===== config.mk =====
export PLATFORM = sky130hd
export DESIGN_NAME = digit_window_scroller
export DESIGN_NICKNAME = d
export VERILOG_FILES = /design/src/rtl/digit_window_scroller.sv
export SDC_FILE = /design/constraint.sdc
export NUM_CORES = 1
export LEC_CHECK = 0
export CELL_PAD_IN_SITES_DETAIL_PLACEMENT = 1
export CELL_PAD_IN_SITES_GLOBAL_PLACEMENT = 2
export CORE_ASPECT_RATIO = 0.8
export CORE_MARGIN = 4
export CORE_UTILIZATION = 31
export CTS_CLUSTER_SIZE = 8
export DETAILED_ROUTE_END_ITERATION = 6
export PLACE_DENSITY = 0.76
export SYNTH_ARGS = -nofsm -noshare
export SYNTH_HDL_FRONTEND = slang
export SYNTH_SLANG_ARGS = --single-unit

===== constraint.sdc =====
create_clock -name clk -period 2 [get_ports clk]
set_clock_uncertainty 0.05 [all_clocks]
set_input_delay 0.4 -clock clk [delete_from_list [all_inputs] [get_ports clk]]
set_output_delay 0.4 -clock clk [all_outputs]
set_load 0.02 [all_outputs]

===== src/rtl/digit_window_scroller.sv =====
// digit_window_scroller
//   Holds a snapshot of NUM_DIGITS digits and shows a WIN-digit window of it
//   on a seven-segment driver. The window is moved with two raw push buttons,
//   which are synchronised, debounced and edge-detected on chip. An optional
//   timed auto-scroll steps the window right; WRAP selects saturating or
//   circular indexing.
// Ports
//   clk, reset          : clock, synchronous active-high reset
//   btn_left, btn_right : raw asynchronous buttons (left -> toward digit 0)
//   auto_en             : enable auto-scroll to the right
//   load, digits_in     : capture strobe and digit vector (digit 0 in LSBs)
//   win_out             : WIN displayed digits (slot 0 in LSBs)
//   offset              : buffer index shown in slot 0
//   at_left, at_right   : offset == 0 / offset == MAX_OFF
//   moved               : one-cycle pulse after offset changed

// Per-button conditioner: 2-flop synchroniser, debounce counter, rise detect.
module dws_btn_cond #(
  parameter int DEB_CYCLES = 4
) (
  input  logic clk,
  input  logic reset,
  input  logic raw,
  output logic press
);
  localparam int DW = $clog2(DEB_CYCLES + 1);

  logic          s1_q, s1_d, s2_q, s2_d;
  logic          deb_q, deb_d, deb_dly_q, deb_dly_d;
  logic [DW-1:0] cnt_q, cnt_d;

  always_comb begin
    s1_d      = raw;
    s2_d      = s1_q;
    deb_dly_d = deb_q;
    deb_d     = deb_q;
    cnt_d     = '0;
    // Count only while the synced level disagrees; the edge that would make
    // the count reach DEB_CYCLES flips the level instead.
    if (s2_q != deb_q) begin
      if (cnt_q == DW'(DEB_CYCLES - 1)) deb_d = ~deb_q;
      else                              cnt_d = cnt_q + DW'(1);
    end
  end

  always_ff @(posedge clk) begin
    if (reset) begin
      s1_q      <= 1'b0;
      s2_q      <= 1'b0;
      deb_q     <= 1'b0;
      deb_dly_q <= 1'b0;
      cnt_q     <= '0;
    end else begin
      s1_q      <= s1_d;
      s2_q      <= s2_d;
      deb_q     <= deb_d;
      deb_dly_q <= deb_dly_d;
      cnt_q     <= cnt_d;
    end
  end

  assign press = deb_q & ~deb_dly_q;
endmodule

module digit_window_scroller #(
  parameter int DIGIT_W     = 4,
  parameter int NUM_DIGITS  = 5,
  parameter int WIN         = 3,
  parameter int WRAP        = 0,
  parameter int DEB_CYCLES  = 4,
  parameter int AUTO_PERIOD = 50000000,
  localparam int OW = (NUM_DIGITS > 1) ? $clog2(NUM_DIGITS) : 1
) (
  input  logic                          clk,
  input  logic                          reset,
  input  logic                          btn_left,
  input  logic                          btn_right,
  input  logic                          auto_en,
  input  logic                          load,
  input  logic [NUM_DIGITS*DIGIT_W-1:0] digits_in,
  output logic [WIN*DIGIT_W-1:0]        win_out,
  output logic [OW-1:0]                 offset,
  output logic                          at_left,
  output logic                          at_right,
  output logic                          moved
);
  localparam int MAX_OFF = (WRAP != 0) ? NUM_DIGITS - 1 : NUM_DIGITS - WIN;
  localparam int TW      = $clog2(AUTO_PERIOD);
  localparam logic [OW-1:0] MAX_L = OW'(MAX_OFF);

  // index 0 = left button, 1 = right button
  logic [1:0] btn_raw, btn_press;
  assign btn_raw = {btn_right, btn_left};

  for (genvar b = 0; b < 2; b++) begin : g_btn
    dws_btn_cond #(.DEB_CYCLES(DEB_CYCLES)) u_cond (
      .clk   (clk),
      .reset (reset),
      .raw   (btn_raw[b]),
      .press (btn_press[b])
    );
  end

  logic                          press_l, press_r, tick;
  logic [TW-1:0]                 tmr_q, tmr_d;
  logic [OW-1:0]                 off_q, off_d;
  logic                          moved_q, moved_d;
  logic [NUM_DIGITS*DIGIT_W-1:0] buf_q, buf_d;

  assign press_l = btn_press[0];
  assign press_r = btn_press[1];
  assign tick    = auto_en && (tmr_q == TW'(AUTO_PERIOD - 1));

  always_comb begin
    tmr_d = '0;
    if (auto_en && !(press_l || press_r || tick)) tmr_d = tmr_q + TW'(1);

    off_d = off_q;
    if (press_l && !press_r) begin
      if (off_q != '0)    off_d = off_q - OW'(1);
      else if (WRAP != 0) off_d = MAX_L;
    end else if (press_r && !press_l) begin
      if (off_q != MAX_L) off_d = off_q + OW'(1);
      else if (WRAP != 0) off_d = '0;
    end else if (!press_l && !press_r && tick) begin
      // Auto-scroll always restarts the marquee at the right end.
      if (off_q != MAX_L) off_d = off_q + OW'(1);
      else                off_d = '0;
    end

    moved_d = (off_d != off_q);
    buf_d   = load ? digits_in : buf_q;
  end

  always_ff @(posedge clk) begin
    if (reset) begin
      tmr_q   <= '0;
      off_q   <= '0;
      moved_q <= 1'b0;
      buf_q   <= '0;
    end else begin
      tmr_q   <= tmr_d;
      off_q   <= off_d;
      moved_q <= moved_d;
      buf_q   <= buf_d;
    end
  end

  // offset+j never exceeds 2*NUM_DIGITS-2, so one subtraction is a full mod.
  always_comb begin
    win_out = '0;
    for (int j = 0; j < WIN; j++) begin
      int idx;
      idx = int'(off_q) + j;
      if (WRAP != 0 && idx >= NUM_DIGITS) idx = idx - NUM_DIGITS;
      win_out[j*DIGIT_W +: DIGIT_W] = buf_q[idx*DIGIT_W +: DIGIT_W];
    end
  end

  assign offset   = off_q;
  assign at_left  = (off_q == '0);
  assign at_right = (off_q == MAX_L);
  assign moved    = moved_q;
endmodule


==> impl_metrics.csv <==
group,metric,value,unit
floorplan,core-area,10450,um2
clock_network,tritoncts,"done",
synthesis,synth.avg_cell_area,9.381,um2
synthesis,synth_top_area_cell,"dfxtp_1",
timing,worstMarginPinSlew,0.3333,ns
pwr,ir_drop,0.4117,mV
synthesis,syn_nets,397,
pwr,combPwrFrac,8.1,%
synthesis,synth_seq_cells,64,
synthesis,synth_edf_count,0,
worst_setup_path,critPathMaxFanout,4,
worst_setup_path,critPathLaunchType,"flop",
worst_setup_path,critPathCaptureType,"primary output",
global_route,grt_max_degree,26,
pwr,swShare,22.00,%
worst_setup_path,r2r_slack,-0.05,ns
route,postRouteAntennaNets,0,
worst_setup_path,cp.arrival,1.64,ns
floorplan,die_area,12640,um2
timing,fin_crit,2.089,ns
global_route,antenna_found_initial,0,
pwr,leakage,1.833,nW
clock_network,hold_buffers,0,
timing,setup_viol,10,
floorplan,rows,33,
synthesis,synth-main-ff-cell,"dfxtp_1",
global_route,grtUsageTotal,15.33,%
route,drtIter0Drc,138,
worst_setup_path,path_class,"flop to primary output",
synthesis,seq_area_frac_synth,37.94,%
clock_network,clock-sinks,64,
route,drcViolationCount,0,
pwr,p_switching,0.7055,mW
floorplan,die_w,124.7,um
synthesis,syn_area,3377,um2
clock_network,cts_buffer_depth,2,
synthesis,yosysWarnings,0,
placement,dpl_cell_area,4198,um2
worst_setup_path,reg2reg_from,"offset[0]$_SDFF_PP0_",
floorplan,start_util,32.33,%
route,drt_wl_total,9372,um
final_layout,final_cells,586,
timing,rsz0062_at_grt,"yes",
timing,finalWorstSetupSlack,-0.08920,ns
hold_path,hp-class,"flop to flop",
synthesis,synth_area_leaders,"dfxtp_1, mux2i_1, nor2_1, nor2_4, xnor2_1",
timing,relSlewSlack,77.48,%
clock_network,htreeDepth,3,
global_route,grt_pass1_wl,15450,um
synthesis,async_reset_ff_share,0,%
global_route,grt_pass1_vias,3005,
final_layout,n_antenna_cell,0,
job,maxCapViolations,0,
pwr,power_frac_seq,41.7,%
timing,slew_violations,0,
final_layout,final_common_cell,"dfxtp_1",
placement,dp_cells,560,
outcome,status,"finished, violations left",
final_layout,layout-drive-gt1-share,31.39,%
clock_network,clk_transition_reported_paths,0.05,ns
synthesis,synth_top_area_share,37.94,%
placement,io_buffers,43,
final_layout,flow.area_growth_from_synthesis,40.01,%
floorplan,dieHeight,101.4,um
clock_network,clockRootBuffer,"clkbuf_16",
route,drt_first_pass_iters,4,
route,post_drt_wl_per_cell,15.99,um
final_layout,fin_nets,479,
pwr,power.clock.fraction,50.2,%
hold_path,worstHoldStart,"g_btn[1].u_cond.cnt_q[0]$_SDFF_PP0_",
clock_network,cts_inserted_buffers,9,
outcome,violations,"setup timing",
timing,max_freq,0.4787,GHz
global_route,overflow,0,
timing,hold_violations,0,
placement,dp.final_hpwl,6861,um
final_layout,final_cell_mix,"dfxtp_1, nor2_1, buf_4",
worst_setup_path,crit_required,1.55,ns
floorplan,num_io_pins,44,
clock_network,clock_latency,0.33,ns
route,viasPerCell,4.865,
synthesis,postSynthCellCount,360,
pwr,internal_power,2.502,mW
final_layout,nFillCells,1165,
synthesis,synth_cell_types,47,
placement,place.gp.congestion,0.8492,
final_layout,design_area,4728,um2
timing,fin_crit_sh,104.5,%
route,routed-via-count,2851,
pwr,p_per_area,678.4,nW/um2
worst_setup_path,timing.critical_path.from,"offset[0]$_SDFF_PP0_",
==> synth_stat cells, drive strengths merged (2+ instances only) <==
library cell  number
nor2              75
dfxtp             64
mux2i             28
nand3             19
xnor2             17
nand2             14
nor2b             14
clkbuf            11
ha                11
inv               11
a21oi             10
xor2              10
o21ai              9
and3               8
buf                7
or3                6
nand4              5
nor3               5
nor4               5
mux2               4
mux4               4
nand2b             3
and4               2
o21ba              2
o221ai             2
o22ai              2
==> per-stage QoR <==
stage          total power, mW  setup WS [ns]  setup TNS, ns  util [%]  hold slack, ns
6_report                 3.207       -0.08920        -0.5437     45.26          0.3715
5_1_grt                  3.321        -0.1652         -1.465     45.26          0.3867
4_1_cts                  3.236        -0.1367        -0.9353     44.34          0.3768
3_5_place_dp             1.613        -0.2557         -7.039     40.18          0.3692
3_3_place_gp             1.608        -0.2434         -6.116     40.18          0.3582
2_1_floorplan            1.486        0.01703              0         -          0.3490
==> timing repair <==
action	CTS	global route
pin swaps	9	11
gates resized for setup	86	17
setup endpoints to repair	19	39
gates cloned	1	0
setup buffers	8	2
==> power by group through the flow <==
stage	clock, mW	combinational (mW)	sequential [mW]
global route	1.70	0.281	1.34
floorplan	0	0.138	1.35
finish	1.61	0.259	1.34
CTS	1.64	0.258	1.33
global placement	0	0.250	1.36
detailed placement	0	0.254	1.36
==> layer usage <==
| layer | routed length, um | vias to the layer above | global-route usage (%) |
|---|---|---|---|
| li1 | - | 1394 | - |
| met1 | 4604 | 1394 | 21.31 |
| met2 | 4252 | 52 | 23.42 |
| met3 | 389 | 11 | 3.848 |
| met4 | 126 | 0 | 5.055 |
| met5 | 0 | - | 0 |
==> kinds of logic after synthesis <==
family | Yosys count | share of synthesized area (%)
buffers and inverters | 29 | 4.483
xor gates and xnor gates | 27 | 7.002
and+or+nand+nor | 163 | 28.71
adders and majority gates | 11 | 4.076
AOI/OAI and AO/OA | 30 | 5.484
DFF | 64 | 37.94
muxes | 36 | 12.30
==> state kept, by name, indices dropped and copies added, names as in the netlist <==
signal and flops:
buf_q 20, g_btn.u_cond.deb_dly_d 2, g_btn.u_cond.deb_dly_q 2, tmr_q 26, g_btn.u_cond.s2_q 2, offset 3
g_btn.u_cond.s1_q 2, g_btn.u_cond.cnt_q 6, moved 1
==> critical path: stages, from the launching register on <==
cell     delay (ns)
dfxtp_4        0.39
buf_8          0.13
buf_6          0.13
mux2i_4        0.25
nor2_1         0.06
a21oi_1        0.12
o21ai_1        0.08
buf_4          0.16
==> final timing paths <==
check	endpoint	cells past startpoint
setup / recovery	win_out[1]	7
hold / removal	g_btn[1].u_cond.cnt_q[0]$_SDFF_PP0_	1
setup reg to reg	moved$_SDFF_PP0_	9
hold reg to reg	g_btn[1].u_cond.cnt_q[0]$_SDFF_PP0_	1
==> area by class of cell <==
class | instances | area [um2] | area share (%)
multi-input cells | 267 | 2088 | 44.17
clock buffers | 12 | 266.5 | 5.636
flip-flops and latches | 64 | 1287 | 27.23
clock inverters | 3 | 40.04 | 0.8468
inverters | 11 | 46.29 | 0.9791
repair buffers | 89 | 824.5 | 17.44
well taps | 140 | 175.2 | 3.705
(Power assumes the default switching activity.)
==> RTL edit (config.mk and constraints unchanged) <==
Change the parameter `NUM_DIGITS` from 5 to 10.
--- a/src/rtl/digit_window_scroller.sv
+++ b/src/rtl/digit_window_scroller.sv
@@ -64,7 +64,7 @@
 
 module digit_window_scroller #(
   parameter int DIGIT_W     = 4,
-  parameter int NUM_DIGITS  = 5,
+  parameter int NUM_DIGITS  = 10,
   parameter int WIN         = 3,
   parameter int WRAP        = 0,
   parameter int DEB_CYCLES  = 4,
Interface: changed (resized digits_in and offset); port bits go from 44 to 65. The function was not compared with the original's and may differ.
==> RTL edit against the original RTL <==
- the flow still finishes with violations (setup timing)
- critical path depth is 2 lower
- core utilization is 2.6 points higher
- total power is 22% higher
- sequential cell count is 21 higher
- final area is 39% higher
- combinational power is 68% higher
- wire length is 55% higher
- synthesized area is 30% higher
- setup slack worse by 210 ps
- largest power group is now registers
- largest cell class unchanged
==> RTL edit: results (changes against the original RTL) <==
status finished with violations; failing checks setup timing; HP Class reg2reg; vias in the first global route 4330 (+44%); Worst-Margin Slew 359.8 ps (+26.53 ps); IR drop worst, VDD 0.3993 mV (-3.0%); endpoints failing setup 17 (+7); syn nets 537 (+35%); vias 4097 (+44%); Port Buffer Count 64 (+49%); worst-skew pair later-pin latency 340 ps; H-Tree Depth 3 (unchanged); Starting DRT DRC Count 194 (+41%); biggest regs buf_q: 40 flops, tmr_q: 26 flops, g_btn.u_cond.cnt_q: 6 flops; max incr delay on CP 510 ps (+120 ps); Placement Setup Slack -354.1 ps (-98.41 ps); critical-path maximum fanout 8 (+4); first-pass GRT wire length 23290 um (+51%); Inserted Diodes 0 (unchanged); final hold violations 0 (unchanged); gpl congestion 0.8371 (-1.4%); HPWL Detailed 10810 um (+58%); initial antenna violation count 0 (unchanged); DRC violations left 0 (unchanged); clock buffer depth 2 (unchanged); slowest CP cell mux4_2; Yosys cell types 41 (-13%); critical path data arrival time 1850 ps (+210 ps); setup ws final -300.3 ps (-211.1 ps); post-synthesis sequential area ratio 0.3868 (+0.007403); leakage power 2.662 nW (+45%); Total GRT Usage 0.1835 (+0.03016); largest net degree at the start of global routing 41 (+58%); synth top area cells dfxtp_1 (39%), mux2i_1 (12%), mux4_2 (9.2%); routed len/inst 17.84 um (+12%); Num CTS Buffers 9 (unchanged); layout cell share with drive strength beyond 1 0.3428 (+0.02891); drt first pass iters 4 (unchanged); Commonest cells post-synth nor2_1 (95), dfxtp_1 (85), mux2i_1 (53); Nets 683 (+43%); Fin Setup TNS -3322 ps (-2779 ps)
-- RTL edit: critical path, delay by kind of cell, from the launching register on --
family	cells	cell delay [ps]
buf+inv	2	300
flops	1	400
mux	2	740
simple gates	1	70
-- RTL edit: logic make-up (layout without fill, tap and decap cells) --
kind of cell | Yosys count | after routing | synth area share
adders and majority gates | 8 | 8 | 0.02275
muxes | 74 | 74 | 0.2204
DFF | 85 | 85 | 0.3868
AOI/OAI and AO/OA | 60 | 60 | 0.08276
and+or+nand+nor | 190 | 190 | 0.2045
xor gates and xnor gates | 23 | 23 | 0.04579
buffers and inverters | 43 | 193 | 0.03697
-- RTL edit: routing by layer --
metal / global-route usage / up-vias / wire length (um)
li1: - / 1982 / -
met1: 0.2723 / 2001 / 7220
met2: 0.2694 / 103 / 6303
met3: 0.05094 / 11 / 842
met4: 0.02905 / 0 / 138
met5: 0 / - / 0
-- RTL edit: per-stage QoR --
step	cells	hold WS, ps	power [mW]	area, um2	utilization
floorplan	483	349.0	2.009	4456	-
global placement	789	356.8	2.245	5903	0.4296
detailed placement	789	378.0	2.261	5903	0.4296
CTS	807	363.4	3.938	6287	0.4576
global route	813	376.7	4.073	6580	0.4789
finish	813	373.7	3.905	6580	0.4789
-- RTL edit: path summary, 6_finish.rpt --
path	cells past startpoint	endpoint	slack, ps	start
worst max register to register	11	moved	-190	offset[0]
worst max-delay path	5	win_out[8]	-300	offset[0]
worst min register to register	1	g_btn[0].u_cond.cnt_q[0]	370	g_btn[0].u_cond.cnt_q[0]
worst min-delay path	1	g_btn[0].u_cond.cnt_q[0]	370	g_btn[0].u_cond.cnt_q[0]
-- RTL edit: area by class of cell --
| class | instances | area [um2] |
|---|---|---|
| Clock buffer | 10 | 229.0 |
| Clock inverter | 5 | 60.06 |
| Fill cell | 1540 | 7161 |
| Inverter | 15 | 63.81 |
| Multi-Input combinational cell | 355 | 2828 |
| Sequential cell | 85 | 1709 |
| Tap cell | 180 | 225.2 |
| Timing Repair Buffer | 163 | 1465 |
-- RTL edit: where the power goes --
group          switching [mW]  internal (mW)  total [mW]
sequential             0.0627           1.75        1.81
clock                   0.693          0.968        1.66
combinational           0.178          0.257       0.435
-- RTL edit: timing repair --
item                       CTS  global route
gates cloned                 1             0
pin swaps                    9            18
buffers inserted             2             8
resized for setup           98            76
setup endpoints to repair   21            27
